## src/rtl/input_buffer_reader.sv

```systemverilog
// Read-side sequencer: walks an input-buffer address range and streams the words out over valid/ready.
// Optional macro INPUT_BUFFER_READER_STRIDE_EN adds a stride input, so the address advances by stride instead of 1.
module input_buffer_reader #(
    parameter int DATA_WIDTH = 16,
    parameter int ADDR_WIDTH = 10,
    parameter int LEN_WIDTH  = ADDR_WIDTH + 1
) (
    input  logic                  clk,
    input  logic                  rst_n,
    input  logic                  start,
    input  logic [ADDR_WIDTH-1:0] base_addr,
    input  logic [LEN_WIDTH-1:0]  length,
`ifdef INPUT_BUFFER_READER_STRIDE_EN
    input  logic [ADDR_WIDTH-1:0] stride,
`endif
    output logic                  buf_rd_en,
    output logic [ADDR_WIDTH-1:0] buf_rd_addr,
    input  logic [DATA_WIDTH-1:0] buf_rd_data,
    output logic                  m_valid,
    input  logic                  m_ready,
    output logic [DATA_WIDTH-1:0] m_data,
    output logic                  m_last,
    output logic                  busy,
    output logic                  done
);

    typedef enum logic [1:0] {
        S_IDLE,
        S_READ,
        S_DRAIN,
        S_DONE
    } state_e;

    typedef struct packed {
        logic                  last;
        logic [DATA_WIDTH-1:0] data;
    } beat_t;

    state_e                state_q, state_d;
    logic [ADDR_WIDTH-1:0] addr_q, addr_d;
    logic [ADDR_WIDTH-1:0] step_q, step_d;
    logic [LEN_WIDTH-1:0]  len_q, len_d;
    logic [LEN_WIDTH-1:0]  issued_q, issued_d;
    logic                  rd_vld_q, rd_vld_d;
    logic                  rd_last_q, rd_last_d;
    beat_t                 fifo_q [2];
    beat_t                 fifo_d [2];
    logic                  wr_ptr_q, wr_ptr_d;
    logic                  rd_ptr_q, rd_ptr_d;
    logic [1:0]            count_q, count_d;
    logic                  busy_q, busy_d;
    logic                  done_q, done_d;

    logic                  push;
    logic                  pop;
    logic [1:0]            occ;
    logic                  issue;
    logic                  issue_last;
    logic [ADDR_WIDTH-1:0] issue_addr;
    logic [ADDR_WIDTH-1:0] issue_step;
    logic [ADDR_WIDTH-1:0] start_step;

`ifdef INPUT_BUFFER_READER_STRIDE_EN
    assign start_step = stride;
`else
    assign start_step = ADDR_WIDTH'(1);
`endif

    assign m_valid     = (count_q != 2'd0);
    assign m_data      = fifo_q[rd_ptr_q].data;
    assign m_last      = fifo_q[rd_ptr_q].last & m_valid;
    assign busy        = busy_q;
    assign done        = done_q;
    assign buf_rd_en   = issue;
    assign buf_rd_addr = issue_addr;

    // The read strobe is combinational so that a beat popped this cycle frees its
    // slot immediately; that is what sustains 1 beat/cycle with only two entries.
    always_comb begin
        // NOTE: every signal gets a default first so no path through the case leaves it unassigned (no latches).
        state_d    = state_q;
        addr_d     = addr_q;
        step_d     = step_q;
        len_d      = len_q;
        issued_d   = issued_q;
        busy_d     = busy_q;
        done_d     = 1'b0;
        rd_vld_d   = 1'b0;
        rd_last_d  = 1'b0;
        fifo_d     = fifo_q;
        wr_ptr_d   = wr_ptr_q;
        rd_ptr_d   = rd_ptr_q;
        issue      = 1'b0;
        issue_last = 1'b0;
        issue_addr = addr_q;
        issue_step = step_q;

        push    = rd_vld_q;
        pop     = m_valid & m_ready;
        count_d = count_q + {1'b0, push} - {1'b0, pop};
        occ     = count_q + {1'b0, rd_vld_q} - {1'b0, pop};

        if (push) begin
            fifo_d[wr_ptr_q] = '{last: rd_last_q, data: buf_rd_data};
            wr_ptr_d         = ~wr_ptr_q;
        end
        if (pop) begin
            rd_ptr_d = ~rd_ptr_q;
        end

        case (state_q)
            S_IDLE: begin
                if (start) begin
                    busy_d   = 1'b1;
                    len_d    = length;
                    step_d   = start_step;
                    issued_d = '0;
                    if (length == '0) begin
                        state_d = S_DONE;
                        done_d  = 1'b1;
                    end else begin
                        // First read goes out in the start cycle itself.
                        issue      = 1'b1;
                        issue_addr = base_addr;
                        issue_step = start_step;
                        issue_last = (length == LEN_WIDTH'(1));
                        state_d    = issue_last ? S_DRAIN : S_READ;
                    end
                end
            end
            S_READ: begin
                if (occ < 2'd2) begin
                    issue      = 1'b1;
                    issue_last = ((issued_q + LEN_WIDTH'(1)) == len_q);
                    if (issue_last) begin
                        state_d = S_DRAIN;
                    end
                end
            end
            S_DRAIN: begin
                if (count_d == 2'd0) begin
                    state_d = S_DONE;
                    done_d  = 1'b1;
                end
            end
            S_DONE: begin
                busy_d  = 1'b0;
                state_d = S_IDLE;
            end
            default: state_d = S_IDLE;
        endcase

        if (issue) begin
            rd_vld_d  = 1'b1;
            rd_last_d = issue_last;
            addr_d    = issue_addr + issue_step;
            issued_d  = issued_d + LEN_WIDTH'(1);
        end
    end

    always_ff @(posedge clk or negedge rst_n) begin
        if (!rst_n) begin
            state_q   <= S_IDLE;
            addr_q    <= '0;
            step_q    <= '0;
            len_q     <= '0;
            issued_q  <= '0;
            rd_vld_q  <= 1'b0;
            rd_last_q <= 1'b0;
            // NOTE: the two skid entries are reset because the head drives m_data, which must read 0 out of reset.
            for (int i = 0; i < 2; i++) begin
                fifo_q[i] <= '0;
            end
            wr_ptr_q  <= 1'b0;
            rd_ptr_q  <= 1'b0;
            count_q   <= 2'd0;
            busy_q    <= 1'b0;
            done_q    <= 1'b0;
        end else begin
            // NOTE: non-blocking assignments so every flop samples the pre-edge values.
            state_q   <= state_d;
            addr_q    <= addr_d;
            step_q    <= step_d;
            len_q     <= len_d;
            issued_q  <= issued_d;
            rd_vld_q  <= rd_vld_d;
            rd_last_q <= rd_last_d;
            fifo_q    <= fifo_d;
            wr_ptr_q  <= wr_ptr_d;
            rd_ptr_q  <= rd_ptr_d;
            count_q   <= count_d;
            busy_q    <= busy_d;
            done_q    <= done_d;
        end
    end

    // Buffered entries plus the read returning this cycle never exceed the skid depth.
    a_no_overflow: assert property (@(posedge clk) disable iff (!rst_n)
        ({1'b0, count_q} + {2'b00, rd_vld_q}) <= 3'd2);

    a_stream_hold: assert property (@(posedge clk) disable iff (!rst_n)
        (m_valid && !m_ready) |=> (m_valid && $stable(m_data) && $stable(m_last)));

endmodule

```

## config.mk

```make
export PLATFORM = sky130hd
export DESIGN_NAME = input_buffer_reader
export DESIGN_NICKNAME = d
export VERILOG_FILES = /design/src/rtl/input_buffer_reader.sv
export SDC_FILE = /design/constraint.sdc
export NUM_CORES = 1
export LEC_CHECK = 0
export ABC_AREA = 1
export BUFFER_PORTS_ARGS = -buffer_cell sky130_fd_sc_hd__buf_2
export CAP_MARGIN = 40
export CELL_PAD_IN_SITES_DETAIL_PLACEMENT = 1
export CELL_PAD_IN_SITES_GLOBAL_PLACEMENT = 1
export CORE_ASPECT_RATIO = 1.2
export CORE_MARGIN = 2
export CORE_UTILIZATION = 30
export CTS_CLUSTER_DIAMETER = 50
export DETAILED_ROUTE_END_ITERATION = 7
export HOLD_SLACK_MARGIN = 0.15
export PLACE_DENSITY = 0.57
export SYNTH_ARGS = -nofsm -noshare
export SYNTH_HDL_FRONTEND = slang
export SYNTH_SLANG_ARGS = --single-unit
```

## constraint.sdc

```tcl
create_clock -name clk -period 6.2 [get_ports clk]
set_clock_uncertainty 0.05 [all_clocks]
set_input_delay 1.24 -clock clk [delete_from_list [all_inputs] [get_ports clk]]
set_output_delay 1.24 -clock clk [all_outputs]
set_load 0.03 [all_outputs]
```

# Yosys cells after proc, flatten, opt, wreduce, memory -nomap -nowiden
# Index checks and enable logic that the tools add are counted.
word_totals:
  ff_bits: 77
  inputBits: 41
  mem_bits_rw: 0
  n_memories: 0
  rom_bits: 0
  wordCells: 87
  latchBits: 0
  out_inout_bits: 31
op_classes:
  mul: 0
  div_mod_pow: 0
  reduce_logical: 9
  shift: 0
  addsub: 5
  mux: 38
  bitwise: 6
  eq_ne: 9
  order_cmp: 4
op_table:
  columns: ["op", "n"]
  rows:
  - ["2-to-1 mux 17 bit", 4]
  - ["bitwise mux 34 bit", 1]
  - ["2-to-1 mux 11 bit", 3]
  - ["2-to-1 mux 10 bit", 3]
  - ["adder 11 x 1 -> 11 bit, second input constant", 2]
  - ["demux 17 bit (select 1 bit)", 1]
  - ["2-to-1 mux 1 bit", 15]
  - ["2-to-1 mux 2 bit", 6]
  - ["equality test 11 x 1 -> 1 bit, second input constant", 1]
  - ["equality test 11 bit", 1]
  - ["zero test 11 bit", 1]
  - ["adder 10 bit", 1]
  - ["inequality test 2 bit, second input constant", 4]
  - ["one-hot mux 1 bit (2 select lines)", 4]
  - ["one-hot mux 2 bit (4 select lines)", 1]
  - ["equality test 2 bit, second input constant", 2]
  - ["greater-or-equal comparator 2 bit, second input constant", 2]
  - ["zero test 2 bit", 2]
  - ["inverter 1 -> 2 bit", 2]
  - ["AND reduction 2 bit", 2]
  - ["AND reduction 4 bit", 1]
  - ["nonzero test 2 bit", 2]
  - ["adder 2 x 1 -> 2 bit", 1]
  - ["bitwise AND 1 bit", 2]
  - ["6 further kinds", 7]

# Logic depth before layout (Yosys ltp)
depth:
  ltp_word: 7
  mapped_depth: 18
  depth_no_buf: 17

# Worst setup path before layout
# No wires, ideal clock.
synth_path:
  path_type: "input to output"
  start: "input port m_ready"
  end: "output port buf_rd_en"
  arrival_ps: 2591
  required_time_ps: 4910
  path_slack_ps: 2319
  cell_stages: 10
  path_cell_list: "nand2_1 > inv_1 > ha_1 > inv_1 > ha_1 > xor2_1 > xnor2_1 > nand2_1 > nand2_4 > buf_2"
synth_via:
  elab_chain_cells: 5
synth_lines:
  columns: ["element", "line_no", "source"]
  rows:
  - ["from (decl)", "20", "input logic m_ready,"]
  - ["bitwise AND 1 bit", "99", "pop = m_valid & m_ready;"]
  - ["via pop", "55", "logic pop;"]
  - ["subtractor 2 x 1 -> 2 bit", "101", "occ = count_q + {1'b0, rd_vld_q} - {1'b0, pop};"]
  - ["less-than comparator 2 bit", "132", "if (occ < 2'd2) begin"]
  - ["2-to-1 mux 1 bit", "132", null]
  - ["one-hot mux 1 bit (2 select lines)", "111", "case (state_q)"]
  - ["to (decl)", "16", "output logic buf_rd_en,"]
# The timed path passes the listed nets, and every way through them passes these cells.

# Worst setup path in the final report
# Same ends and word-level chain as after synthesis.

==> run summary <==
The sink count of the clock tree is 77. Setup repair after global routing left no endpoint under its margin. The total nets after synthesis came out at 619.

The clock share of power came out at 0.180. The post-CTS setup-driven buffer insertion count is 0. After clock tree synthesis, the clock-pin slew on the worst setup and hold paths is 60 ps.

The cell count after synthesis came out at 568. The via count of the first global-routing pass is 4,046. The number of warnings printed during yosys synthesis is 0.

The detailed-route vias per instance is 4.60. The repair_antennas step left the layout with diodes totalling 0. Counting flops with a built-in enable in the synthesized netlist gives 0.

The max-slew violation count is 0. The leakage power figure is 2.79 nW. By count the netlist is led by 192 x sky130_fd_sc_hd__nand2_1, 77 x sky130_fd_sc_hd__dfrtp_1, 66 x sky130_fd_sc_hd__inv_1, 49 x sky130_fd_sc_hd__o21ai_0, 30 x sky130_fd_sc_hd__nor2_1. The number of antenna violations at the first check in global routing is 0.

The signal on the critical path passes through buf_2 -> nand2_1 -> inv_1 -> ha_1 -> inv_1 -> ha_1 -> xor2_1 -> xnor2_1 -> nand2_1 -> nand2_4 -> buf_2. The endpoint required time on the critical path came out at 4910 ps. On the critical path, the stage with the largest delay is an instance of sky130_fd_sc_hd__ha_1. The total via count in the routed design came out at 3,752. The final count of negative-setup-slack endpoints came out at 0.

For this run, asynchronously set or reset flops after synthesis account for 1.00. The share of synthesized area in the top cell type comes to 0.441. Once the clock tree was built, the resizer swapped 0 gates to a different size. The proportion of power drawn by flip-flops and latches is 0.297. The number of synthesized register bits came out at 77. The slew at the pin closest to its max-slew limit came out at 636 ps.

The tightest min-delay check is of the register to register type. sky130_fd_sc_hd__dfrtp_1 takes more of the synthesized area than any other cell. Data arrives at the worst endpoint at 3030 ps. The flow ran to the end, and the final reports show no timing, DRC or antenna violations. The H-tree generated during clock tree synthesis spans 3 levels. The placer's final routability congestion estimate came out at 0.798. TritonCTS built the clock tree. The number of buffers inserted during clock tree synthesis came out at 9. The remaining number of nets flagged by the antenna check after routing came out at 0. In this run the power spent charging and discharging nets is 1.35 mW. The switching power share of the total came out at 0.472. Counting distinct cell types in the post-synthesis netlist gives 38. The clock passes through at most 2 buffers. Dividing the final minimum period by the clock period gives 0.696.

The total overflow left after global routing is 0. The accumulated negative setup slack is 0 ps. The peak per-stage delay on the critical path came out at 270 ps. Derived from the worst setup path, the maximum achievable clock frequency is 0.232 GHz. The post-detailed-routing wire length is 11.4 mm. The initial utilization of the core area, before any placement, comes to 0.305. The worst setup path is launched from a primary input. Input and output buffers added on the ports amount to 71. The DRC violations left is 0. A synthesized cell averages 7.69 um^2.

After synthesis, the cell types taking the most area are sky130_fd_sc_hd__dfrtp_1 44%, sky130_fd_sc_hd__nand2_1 17%, sky130_fd_sc_hd__inv_1 5.7%, sky130_fd_sc_hd__o21ai_0 5.6%, sky130_fd_sc_hd__nand3_1 3.2%. Of all nets on the critical path, the largest fanout is 24. STA classifies the critical path endpoint as an output port. The synthesized netlist occupies a cell area of 4370 um^2. The wire length of the first global-routing pass came out at 19.6 mm. The dominant register cell in the synthesized netlist is sky130_fd_sc_hd__dfrtp_1. The share of the Yosys chip area taken by registers is 0.441. The internal portion of the total power is 1.51 mW.

The clock root buffer is sky130_fd_sc_hd__clkbuf_16. The post-detailed-route wirelength per cell is 14.0 um. The detailed router's first-iteration violation count came out at 138.

The pin count of the biggest net entering global routing came out at 55. The maximum ir drop on the vdd rail came out at 197 uV. In the global route stage, overall resource usage came out at 0.161. The count of standard-cell rows is 48.

sky130_fd_sc_hd__nand2_1 is the most common cell in the netlist. The count of TritonRoute iterations in the first routing pass is 4. The minimum hold slack came out at 404 ps. The total of hold buffers inserted after clock tree synthesis came out at 0. In the final layout, the share of cells above drive strength 1 is 0.208. The logic gate share of total power is 0.523. The floorplan die height came out at 136 um. Summed over all nets, the half-perimeter wirelength after detailed placement is 8.35 mm.

The boundary pin count is 72. After floorplanning, the core was sized to cover 14,300 um^2. The synthesis-to-layout area growth is 19.7%. The power density normalized to cell area came out at 548 nW/um^2.

Max-cap violations in this run came to 0. The die extent in x came out at 114 um. The final hold violation count is 0.

The die area is 15,500 um^2. The clock latency on the worst-skew pair came out at 340 ps. The critical path in this run is classified as primary input to output port.

The relative max-transition margin is 0.573. For the finished layout, the period the worst path requires is 4320 ps. The final layout net count is 687.
==> critical path: cells and delay by family <==
family,cells,cell delay (ps)
buffers and inverters,4,450
adder cells (fa/ha/maj),2,450
AND/OR/NAND/NOR,3,500
XOR/XNOR,2,370
==> power by group through the flow <==
stage | combinational, mW | clock [mW] | sequential (mW)
floorplan | 1.12 | 0 | 0.835
global placement | 1.45 | 0 | 0.856
detailed placement | 1.52 | 0 | 0.862
CTS | 1.53 | 0.532 | 0.854
global route | 1.70 | 0.551 | 0.883
finish | 1.50 | 0.516 | 0.852
==> sequential cells by signal (all words and copies together) (netlist names) <==
| register | flops |
|---|---|
| issued_q | 11 |
| busy | 1 |
| step_q | 1 |
| done | 1 |
| push | 1 |
| wr_ptr_q | 1 |
| rd_last_q | 1 |
| rd_ptr_q | 1 |
| len_q | 11 |
| addr_q | 10 |
| fifo_q | 34 |
| count_q | 2 |
| state_q | 2 |
==> layer usage <==
layer,vias up,GRT usage,share of wire
met5,-,0,0
met4,0,0.0678,0.019
met3,13,0.0263,0.031
met2,61,0.277,0.49
met1,1778,0.200,0.46
li1,1900,-,-
==> stage by stage <==
step | instances | instance area [um^2] | worst slack, ps | total power [mW] | utilization
CTS | 815 | 5230 | 1870 | 2.91 | 0.366
floorplan | 568 | 4370 | 2320 | 1.95 | -
global route | 815 | 5230 | 1710 | 3.14 | 0.366
detailed placement | 800 | 4950 | 1880 | 2.38 | 0.346
global placement | 797 | 4860 | 1930 | 2.30 | 0.340
finish | 815 | 5230 | 1880 | 2.86 | 0.366
==> layout make-up <==
class                      instances  area [um^2]
inverter                          73          277
sequential                        77         1930
fill                            1780         9070
clock inverter                     5         52.6
timing repair buffer              75          448
clock buffer                      10          229
tap                              175          219
multi-input combinational        400         2080
==> layout by cell type (no fill, tap or decap), types with 4 or more instances in the layout <==
| cell type | netlist | routed |
|---|---|---|
| sky130_fd_sc_hd__nand3_1 | 28 | 28 |
| sky130_fd_sc_hd__nand2_1 | 192 | 192 |
| sky130_fd_sc_hd__nor2_4 | 6 | 6 |
| sky130_fd_sc_hd__xor2_1 | 12 | 12 |
| sky130_fd_sc_hd__nand2_2 | 13 | 13 |
| sky130_fd_sc_hd__dfrtp_1 | 77 | 77 |
| sky130_fd_sc_hd__a21oi_1 | 7 | 7 |
| sky130_fd_sc_hd__xnor2_1 | 11 | 11 |
| sky130_fd_sc_hd__o21ai_0 | 49 | 49 |
| sky130_fd_sc_hd__clkbuf_16 | 0 | 9 |
| sky130_fd_sc_hd__nand2_4 | 5 | 5 |
| sky130_fd_sc_hd__o21ai_1 | 4 | 4 |
| sky130_fd_sc_hd__inv_1 | 66 | 66 |
| sky130_fd_sc_hd__nand4_1 | 5 | 5 |
| sky130_fd_sc_hd__nor2_1 | 30 | 30 |
| sky130_fd_sc_hd__ha_1 | 10 | 10 |
| sky130_fd_sc_hd__buf_2 | 3 | 70 |
| sky130_fd_sc_hd__nor3_1 | 4 | 4 |
==> cell families after synthesis <==
group / count (synthesis) / share of synthesized area
fa+ha+maj: 10 / 0.0287
xor+xnor: 23 / 0.0461
mux: 1 / 0.00229
buf+inv: 91 / 0.0831
flops: 77 / 0.441
compound gates: 67 / 0.0825
simple gates: 299 / 0.316
==> path summary, 6_finish.rpt <==
path,startpoint,to,slack (ps),depth (start not counted)
max,m_ready,buf_rd_en,1880,11
min,step_q[0]$_DFFE_PN0P_,step_q[0]$_DFFE_PN0P_,400,2
max reg2reg,state_q[0]$_DFFE_PN0P_,addr_q[8]$_DFFE_PN0P_,2970,15
min reg2reg,step_q[0]$_DFFE_PN0P_,step_q[0]$_DFFE_PN0P_,400,2
max in group asynchronous,rst_n,state_q[0]$_DFFE_PN0P_,4760,2
min in group asynchronous,rst_n,fifo_q[12]$_DFFE_PN0P_,750,1
Power figures use the tool's default switching activity.
